[config.mk]
export PLATFORM = sky130hd
export DESIGN_NAME = dword_cmd_issuer
export DESIGN_NICKNAME = d
export VERILOG_FILES = /design/src/rtl/dword_cmd_issuer_pkg.sv /design/src/rtl/dword_cmd_issuer_fifo.sv /design/src/rtl/dword_cmd_issuer.sv
export SDC_FILE = /design/constraint.sdc
export NUM_CORES = 1
export LEC_CHECK = 0
export BUFFER_PORTS_ARGS = -buffer_cell sky130_fd_sc_hd__buf_2
export CAP_MARGIN = 40
export CORE_MARGIN = 4
export CORE_UTILIZATION = 52
export DETAILED_ROUTE_END_ITERATION = 6
export GPL_TIMING_DRIVEN = 0
export PLACE_DENSITY = 0.77
export SLEW_MARGIN = 20
export SYNTH_ARGS = -nofsm -noshare
export SYNTH_HDL_FRONTEND = slang
export SYNTH_SLANG_ARGS = --single-unit
export TNS_END_PERCENT = 50
[constraint.sdc]
create_clock -name clk_in -period 4.4 [get_ports clk_in]
set_clock_uncertainty 0.05 [all_clocks]
set_input_delay 0.44 -clock clk_in [delete_from_list [all_inputs] [get_ports clk_in]]
set_output_delay 0.44 -clock clk_in [all_outputs]
set_load 0.05 [all_outputs]
[src/rtl/dword_cmd_issuer_pkg.sv]
// rtl/dword_cmd_issuer_pkg.sv - header dword layout, sequencer states and timing constants
package dword_cmd_issuer_pkg;

  localparam int DIN_LSB      = 0;
  localparam int DIN_W        = 12;
  localparam int DOUT_LSB     = 12;
  localparam int DOUT_W       = 12;
  localparam int LEN_LSB      = 24;
  localparam int LEN_W        = 7;
  localparam int QUAD_BIT     = 31;
  localparam int QUAD_W       = 1;
  localparam int BLANK_CYCLES = 2;
  localparam int TIMER_W      = 25;

  typedef enum logic [2:0] {
    IDLE,
    WAIT_RDY,
    HDR,
    PAY,
    WAIT_DONE
  } state_t;

  function automatic logic [31:0] build_header(
    input logic              quad,
    input logic [LEN_W-1:0]  len,
    input logic [DOUT_W-1:0] dout,
    input logic [DIN_W-1:0]  din
  );
    logic [31:0] hdr;
    hdr                       = '0;
    hdr[DIN_LSB +: DIN_W]     = din;
    hdr[DOUT_LSB +: DOUT_W]   = dout;
    hdr[LEN_LSB +: LEN_W]     = len;
    hdr[QUAD_BIT +: QUAD_W]   = quad;
    return hdr;
  endfunction

endpackage

[src/rtl/dword_cmd_issuer_fifo.sv]
// rtl/dword_cmd_issuer_fifo.sv - payload dword FIFO with first-word fall-through read and clear
module dword_fifo #(
  parameter int DEPTH = 8,
  parameter int CW    = $clog2(DEPTH + 1)
) (
  input  logic          clk_in,
  input  logic          reset,
  input  logic          i_clear,
  input  logic          i_push,
  input  logic [31:0]   i_data,
  input  logic          i_pop,
  output logic [31:0]   o_data,
  output logic [CW-1:0] o_count,
  output logic          o_full,
  output logic          o_empty
);

  localparam int PW = (DEPTH > 1) ? $clog2(DEPTH) : 1;

  logic [31:0]   r_mem [DEPTH];
  logic [PW-1:0] r_wr_ptr;
  logic [PW-1:0] r_rd_ptr;
  logic [CW-1:0] r_count;
  logic          w_push;
  logic          w_pop;

  // Pointers wrap explicitly so non-power-of-two depths work.
  function automatic logic [PW-1:0] next_ptr(input logic [PW-1:0] p);
    return (p == PW'(DEPTH - 1)) ? '0 : p + PW'(1);
  endfunction

  assign w_push = i_push && (r_count != CW'(DEPTH));
  assign w_pop  = i_pop && (r_count != '0);

  always_ff @(posedge clk_in) begin
    if (w_push) r_mem[r_wr_ptr] <= i_data;
  end

  always_ff @(posedge clk_in) begin
    if (reset || i_clear) begin
      r_wr_ptr <= '0;
      r_rd_ptr <= '0;
      r_count  <= '0;
    end else begin
      if (w_push) r_wr_ptr <= next_ptr(r_wr_ptr);
      if (w_pop)  r_rd_ptr <= next_ptr(r_rd_ptr);
      case ({w_push, w_pop})
        2'b10:   r_count <= r_count + CW'(1);
        2'b01:   r_count <= r_count - CW'(1);
        default: r_count <= r_count;
      endcase
    end
  end

  assign o_data  = r_mem[r_rd_ptr];
  assign o_count = r_count;
  assign o_full  = (r_count == CW'(DEPTH));
  assign o_empty = (r_count == '0);

endmodule

[src/rtl/dword_cmd_issuer.sv]
// rtl/dword_cmd_issuer.sv - issues header + buffered payload dwords to the QSPI dword interface
module dword_cmd_issuer
  import dword_cmd_issuer_pkg::*;
#(
  parameter int MAX_DWORDS     = 8,
  parameter int TIMEOUT_CYCLES = 2**24
) (
  input  logic        clk_in,
  input  logic        reset,
  input  logic        start,
  input  logic        quad_in,
  input  logic [11:0] din_count,
  input  logic [11:0] dout_count,
  input  logic        pl_wr,
  input  logic [31:0] pl_data,
  output logic        pl_full,
  output logic        ready,
  output logic        done,
  output logic [63:0] result,
  output logic        cmd_error,
  output logic        timeout,
  output logic        if_wr,
  output logic [31:0] if_data,
  input  logic        if_busy,
  input  logic        if_error,
  input  logic [63:0] if_readout
);

  localparam int CNT_W = $clog2(MAX_DWORDS + 1);

  state_t              r_state;
  state_t              w_next;
  logic [TIMER_W-1:0]  r_timer;
  logic                r_quad;
  logic [DIN_W-1:0]    r_din;
  logic [DOUT_W-1:0]   r_dout;
  logic [LEN_W-1:0]    r_len;
  logic [31:0]         r_if_data;
  logic                r_done;
  logic [63:0]         r_result;
  logic                r_cmd_error;
  logic                r_timeout;

  logic                w_accept;
  logic                w_push;
  logic                w_push_ok;
  logic [LEN_W-1:0]    w_len_now;
  logic                w_timer_exp;
  logic                w_blank_over;
  logic                w_hdr_load;
  logic                w_pop;
  logic                w_clear;
  logic                w_finish;
  logic                w_abort;
  logic                w_if_wr;
  logic [31:0]         w_fifo_data;
  logic [CNT_W-1:0]    w_fifo_count;
  logic                w_fifo_full;
  logic                w_fifo_empty;

  assign w_accept     = (r_state == IDLE) && start;
  assign w_push       = pl_wr && (r_state == IDLE);
  assign w_push_ok    = w_push && !w_fifo_full;
  // A push in the acceptance cycle still belongs to this command.
  assign w_len_now    = LEN_W'(w_fifo_count) + LEN_W'(w_push_ok);
  assign w_timer_exp  = (r_timer == TIMER_W'(TIMEOUT_CYCLES - 1));
  assign w_blank_over = (r_timer >= TIMER_W'(BLANK_CYCLES));
  assign w_hdr_load   = (r_state == WAIT_RDY) && !if_busy;

  dword_fifo #(.DEPTH(MAX_DWORDS), .CW(CNT_W)) u_fifo (
    .clk_in  (clk_in),
    .reset   (reset),
    .i_clear (w_clear),
    .i_push  (w_push),
    .i_data  (pl_data),
    .i_pop   (w_pop),
    .o_data  (w_fifo_data),
    .o_count (w_fifo_count),
    .o_full  (w_fifo_full),
    .o_empty (w_fifo_empty)
  );

  always_comb begin
    w_next   = r_state;
    w_pop    = 1'b0;
    w_clear  = 1'b0;
    w_finish = 1'b0;
    w_abort  = 1'b0;
    w_if_wr  = 1'b0;
    case (r_state)
      IDLE:      if (start) w_next = WAIT_RDY;
      WAIT_RDY:  if (!if_busy) w_next = HDR;
                 else if (w_timer_exp) w_abort = 1'b1;
      HDR: begin
        w_if_wr = 1'b1;
        if (r_len != '0) begin
          w_next = PAY;
          w_pop  = 1'b1;
        end else begin
          w_next = WAIT_DONE;
        end
      end
      PAY: begin
        w_if_wr = 1'b1;
        if (!w_fifo_empty) begin
          w_pop = 1'b1;
        end else begin
          w_next  = WAIT_DONE;
          w_clear = 1'b1;
        end
      end
      // Busy only rises after the header, so its first cycles here are not trusted.
      WAIT_DONE: if (w_blank_over && !if_busy) begin
                   w_finish = 1'b1;
                   w_next   = IDLE;
                 end else if (w_timer_exp) begin
                   w_abort = 1'b1;
                 end
      default:   w_next = IDLE;
    endcase
    if (w_abort) begin
      w_next  = IDLE;
      w_clear = 1'b1;
    end
  end

  always_ff @(posedge clk_in) begin
    if (reset) r_state <= IDLE;
    else       r_state <= w_next;
  end

  always_ff @(posedge clk_in) begin
    if (reset) begin
      r_quad <= 1'b0;
      r_din  <= '0;
      r_dout <= '0;
      r_len  <= '0;
    end else if (w_accept) begin
      r_quad <= quad_in;
      r_din  <= din_count;
      r_dout <= dout_count;
      r_len  <= w_len_now;
    end
  end

  always_ff @(posedge clk_in) begin
    if (reset || w_accept || (w_next == WAIT_DONE && r_state != WAIT_DONE)) begin
      r_timer <= '0;
    end else if ((r_state == WAIT_RDY || r_state == WAIT_DONE) && r_timer != '1) begin
      r_timer <= r_timer + TIMER_W'(1);
    end
  end

  always_ff @(posedge clk_in) begin
    if (reset) begin
      r_if_data   <= '0;
      r_done      <= 1'b0;
      r_result    <= '0;
      r_cmd_error <= 1'b0;
      r_timeout   <= 1'b0;
    end else begin
      r_done <= w_finish || w_abort;
      if (w_hdr_load)  r_if_data <= build_header(r_quad, r_len, r_dout, r_din);
      else if (w_pop)  r_if_data <= w_fifo_data;
      if (w_finish) begin
        r_result    <= if_readout;
        r_cmd_error <= if_error;
      end
      if (w_accept)     r_timeout <= 1'b0;
      else if (w_abort) r_timeout <= 1'b1;
    end
  end

  assign pl_full   = w_fifo_full;
  assign ready     = (r_state == IDLE);
  assign done      = r_done;
  assign result    = r_result;
  assign cmd_error = r_cmd_error;
  assign timeout   = r_timeout;
  assign if_wr     = w_if_wr;
  assign if_data   = r_if_data;

endmodule

==> results.cfg <==
[logic_synthesis]
synth.yosys.warnings = 0
synth-edff-count = 256
synth-xor-area-share_pct = 0.477
main_combinational_cell_family_by_area_after_synthesis = compound AO/OA/AOI/OAI gates
share_of_the_synthesized_area_in_compound_gates_ao_oa_aoi_oai_pct = 10.9
synthSimpleGateAreaFrac_pct = 9.64
syn_area_mm2 = 0.0165
synth_nets = 1417
post-synth-top-count-cell = edfxtp_1
synth_sequential_area_ratio_pct = 67.1
synth.cells.most_frequent = edfxtp_1 (256), nand2_1 (208), dfxtp_1 (170)
async_flop_share_pct = 0
synth-adder-area-share_pct = 0.954
yosys.area.top_type_share_pct = 46.5
ys_ff_latch = 426
synth.area.mux_share_pct = 8.53
synth_top_area_cell = edfxtp_1
largest_cells_by_area_after_synthesis = edfxtp_1 (47%), dfxtp_1 (21%), nand2_1 (4.7%)
ys.flop_type = edfxtp_1
postSynthAreaPerCell_um2 = 12.9
post_synth_num_cell_types = 68
synth_cells = 1278

[hold_path]
hold_path_class = in2reg

[cts]
h-tree-depth = 2
cts_made_buffers = 43
worstSkewPairLatency_ns = 0.54
ctsHoldBuffers = 0
cts_setup_buffers = 0
numClockSinks = 426
post_cts.resized_instances = 0
clockBufferDepth = 3
cts_tree = yes
clk_transition_reported_paths_ns = 0.06
clock-root-buffer = clkbuf_16

[layout]
final.fill_count = 2365
synthToLayoutAreaGrowth_pct = 20.3
final_area_mm2 = 0.0199
drive_gt1_share_pct = 27.4
final_net_count = 1719

[power_and_ir_drop]
finalPower_w = 0.00854
netSwitchingFraction_pct = 22.7
combPwrFrac_pct = 7.4
power.internal_w = 0.00660
sequential_share_of_power_pct = 51.6
max-vdd-ir-drop_mv = 0.262
power.density_cell_area_mw_per_mm2 = 429
p_leak_nw = 7.08
clock_power_share_pct = 41.1
net-switching-power_w = 0.00194

[critical_path]
worst_setup_path_end_kind = flip-flop
worst-setup-path-type = reg2reg
worst-path-max-fanout = 10
crit_arrival_ns = 3.60
required_ns = 4.74
critical_path.startpoint_type = flip-flop

[route]
routed_wl_um = 43200
initial_drc_count = 1162
remaining_drc_errors = 0
first_pass_iters = 5
via_count = 11700
wl_per_cell_um = 21.4
ant_nets = 0
route.detailed.vias_per_inst = 5.78

[floorplanning]
core_area_mm2 = 0.0315
initial_utilization_pct = 52.5
chipHeight_um = 186
die_area_mm2 = 0.0347
num_io_pins = 229
fp.dieW_um = 186
fp-row-count = 65

[grt]
vias_in_the_first_global_route = 11300
largest_net_degree_at_the_start_of_global_routing = 20
antenna_found_initial = 2
grt_pass1_wl_um = 64600
track_usage_pct = 23.9
grt.overflow.total = 0

[job]
cap_viol_max_count = 0

[place]
place_hpwl_um = 30300
placement_setup_slack_ns = 1.18
port-buffer-count = 228
post_dp_cell_area_mm2 = 0.0185
globalplace.congestion = 0.866

[timing]
final.period_utilization_pct = 74.1
finalMaxSlewViolations = 0
rsz0062_at_grt = no
setup_total_negative_slack_ns = 0
hold_violations = 0
relSlewSlack_pct = 42.5
timing.final.setup_violations = 0
worstMarginPinSlew_ns = 0.860
worst_slack_ns = 1.14
f_max_ghz = 0.307
min_period_ns = 3.26
final.hold.worst_slack_ns = 0.0874

[status]
status = finished, final reports clean
## sequential cells by signal, indices dropped and copies added, names as in the netlist, named ones only
signal / cells
r_din: 12
r_dout: 12
r_quad: 1
timeout: 1
if_data: 32
u_fifo.o_count: 4
done: 1
u_fifo.r_mem: 256
r_len: 5
result: 64
u_fifo.r_wr_ptr: 3
u_fifo.r_rd_ptr: 3
cmd_error: 1
r_state: 3
r_timer: 25
## power by group through the flow
| stage | clock network, W | registers, W | logic, W |
|---|---|---|---|
| global route | 0.00373 | 0.00441 | 0.000675 |
| finish | 0.00350 | 0.00440 | 0.000628 |
| global placement | 0 | 0.00449 | 0.000578 |
| CTS | 0.00354 | 0.00440 | 0.000623 |
| detailed placement | 0 | 0.00449 | 0.000618 |
| floorplan | 0 | 0.00453 | 0.000308 |
## critical path: stages, from the launching register on
cell and delay, ns:
dfxtp_1 0.30, buf_2 0.17, nor3_2 0.27, nand3_1 0.49, ha_1 0.48, ha_1 0.29
a21o_1 0.21, a2111oi_0 0.46, nor3b_1 0.12, a211oi_1 0.20, a211oi_1 0.07
## metal layers
layer  GRT usage, %  vias up  part of all wire, %
met1           32.8     5679                   40
met2           39.4      498                   50
met4           7.67        2                  2.7
met5              0        -                0.025
li1               -     5400                    -
met3           3.83       86                  7.3
## path summary, 6_finish.rpt
kind | start | to | slack (ns) | cells past startpoint
max | r_state[2] | u_fifo.o_count[3] | 1.14 | 10
min | dout_count[3] | r_dout[3] | 0.09 | 3
max reg2reg | r_state[2] | u_fifo.o_count[3] | 1.14 | 10
min reg2reg | result[47] | result[47] | 0.40 | 2
## layout by cell type (no fill, tap or decap), types with 30 or more instances in the layout
| cell type | n |
|---|---|
| buf_2 | 261 |
| edfxtp_1 | 256 |
| nand2_1 | 208 |
| dfxtp_1 | 170 |
| a21oi_1 | 113 |
| mux2i_1 | 62 |
| mux2_2 | 58 |
| nor2_1 | 53 |
| clkbuf_1 | 53 |
| clkbuf_16 | 44 |
| a221o_1 | 30 |
## through the flow
| step | utilization (%) | std cells |
|---|---|---|
| floorplan | - | 1278 |
| global placement | 57.8 | 1908 |
| detailed placement | 58.8 | 1936 |
| CTS | 63.1 | 2015 |
| global route | 63.2 | 2017 |
| finish | 63.2 | 2018 |
## final cells by class
| cell class | instances | area (µm²) | area share (%) |
|---|---|---|---|
| plain buffers | 78 | 337 | 1.69 |
| inverters | 13 | 48.8 | 0.245 |
| clock buffers | 67 | 1260 | 6.36 |
| well taps | 402 | 503 | 2.53 |
| flip-flops and latches | 426 | 11100 | 55.8 |
| diodes | 2 | 5.00 | 0.0252 |
| multi-input cells | 761 | 5120 | 25.7 |
| repair buffers | 257 | 1410 | 7.09 |
| clock inverters | 12 | 104 | 0.522 |
## cells by family (layout without fill, tap and decap cells)
kind of cell | count (synthesis) | count (layout)
multiplexers | 126 | 126
buffers and inverters | 91 | 427
XOR/XNOR | 9 | 9
other | 0 | 2
adder cells (fa/ha/maj) | 12 | 12
AND/OR/NAND/NOR | 352 | 352
AO/OA/AOI/OAI | 262 | 262
flip-flops | 426 | 426
No activity file was read; power rests on OpenSTA's default activity.
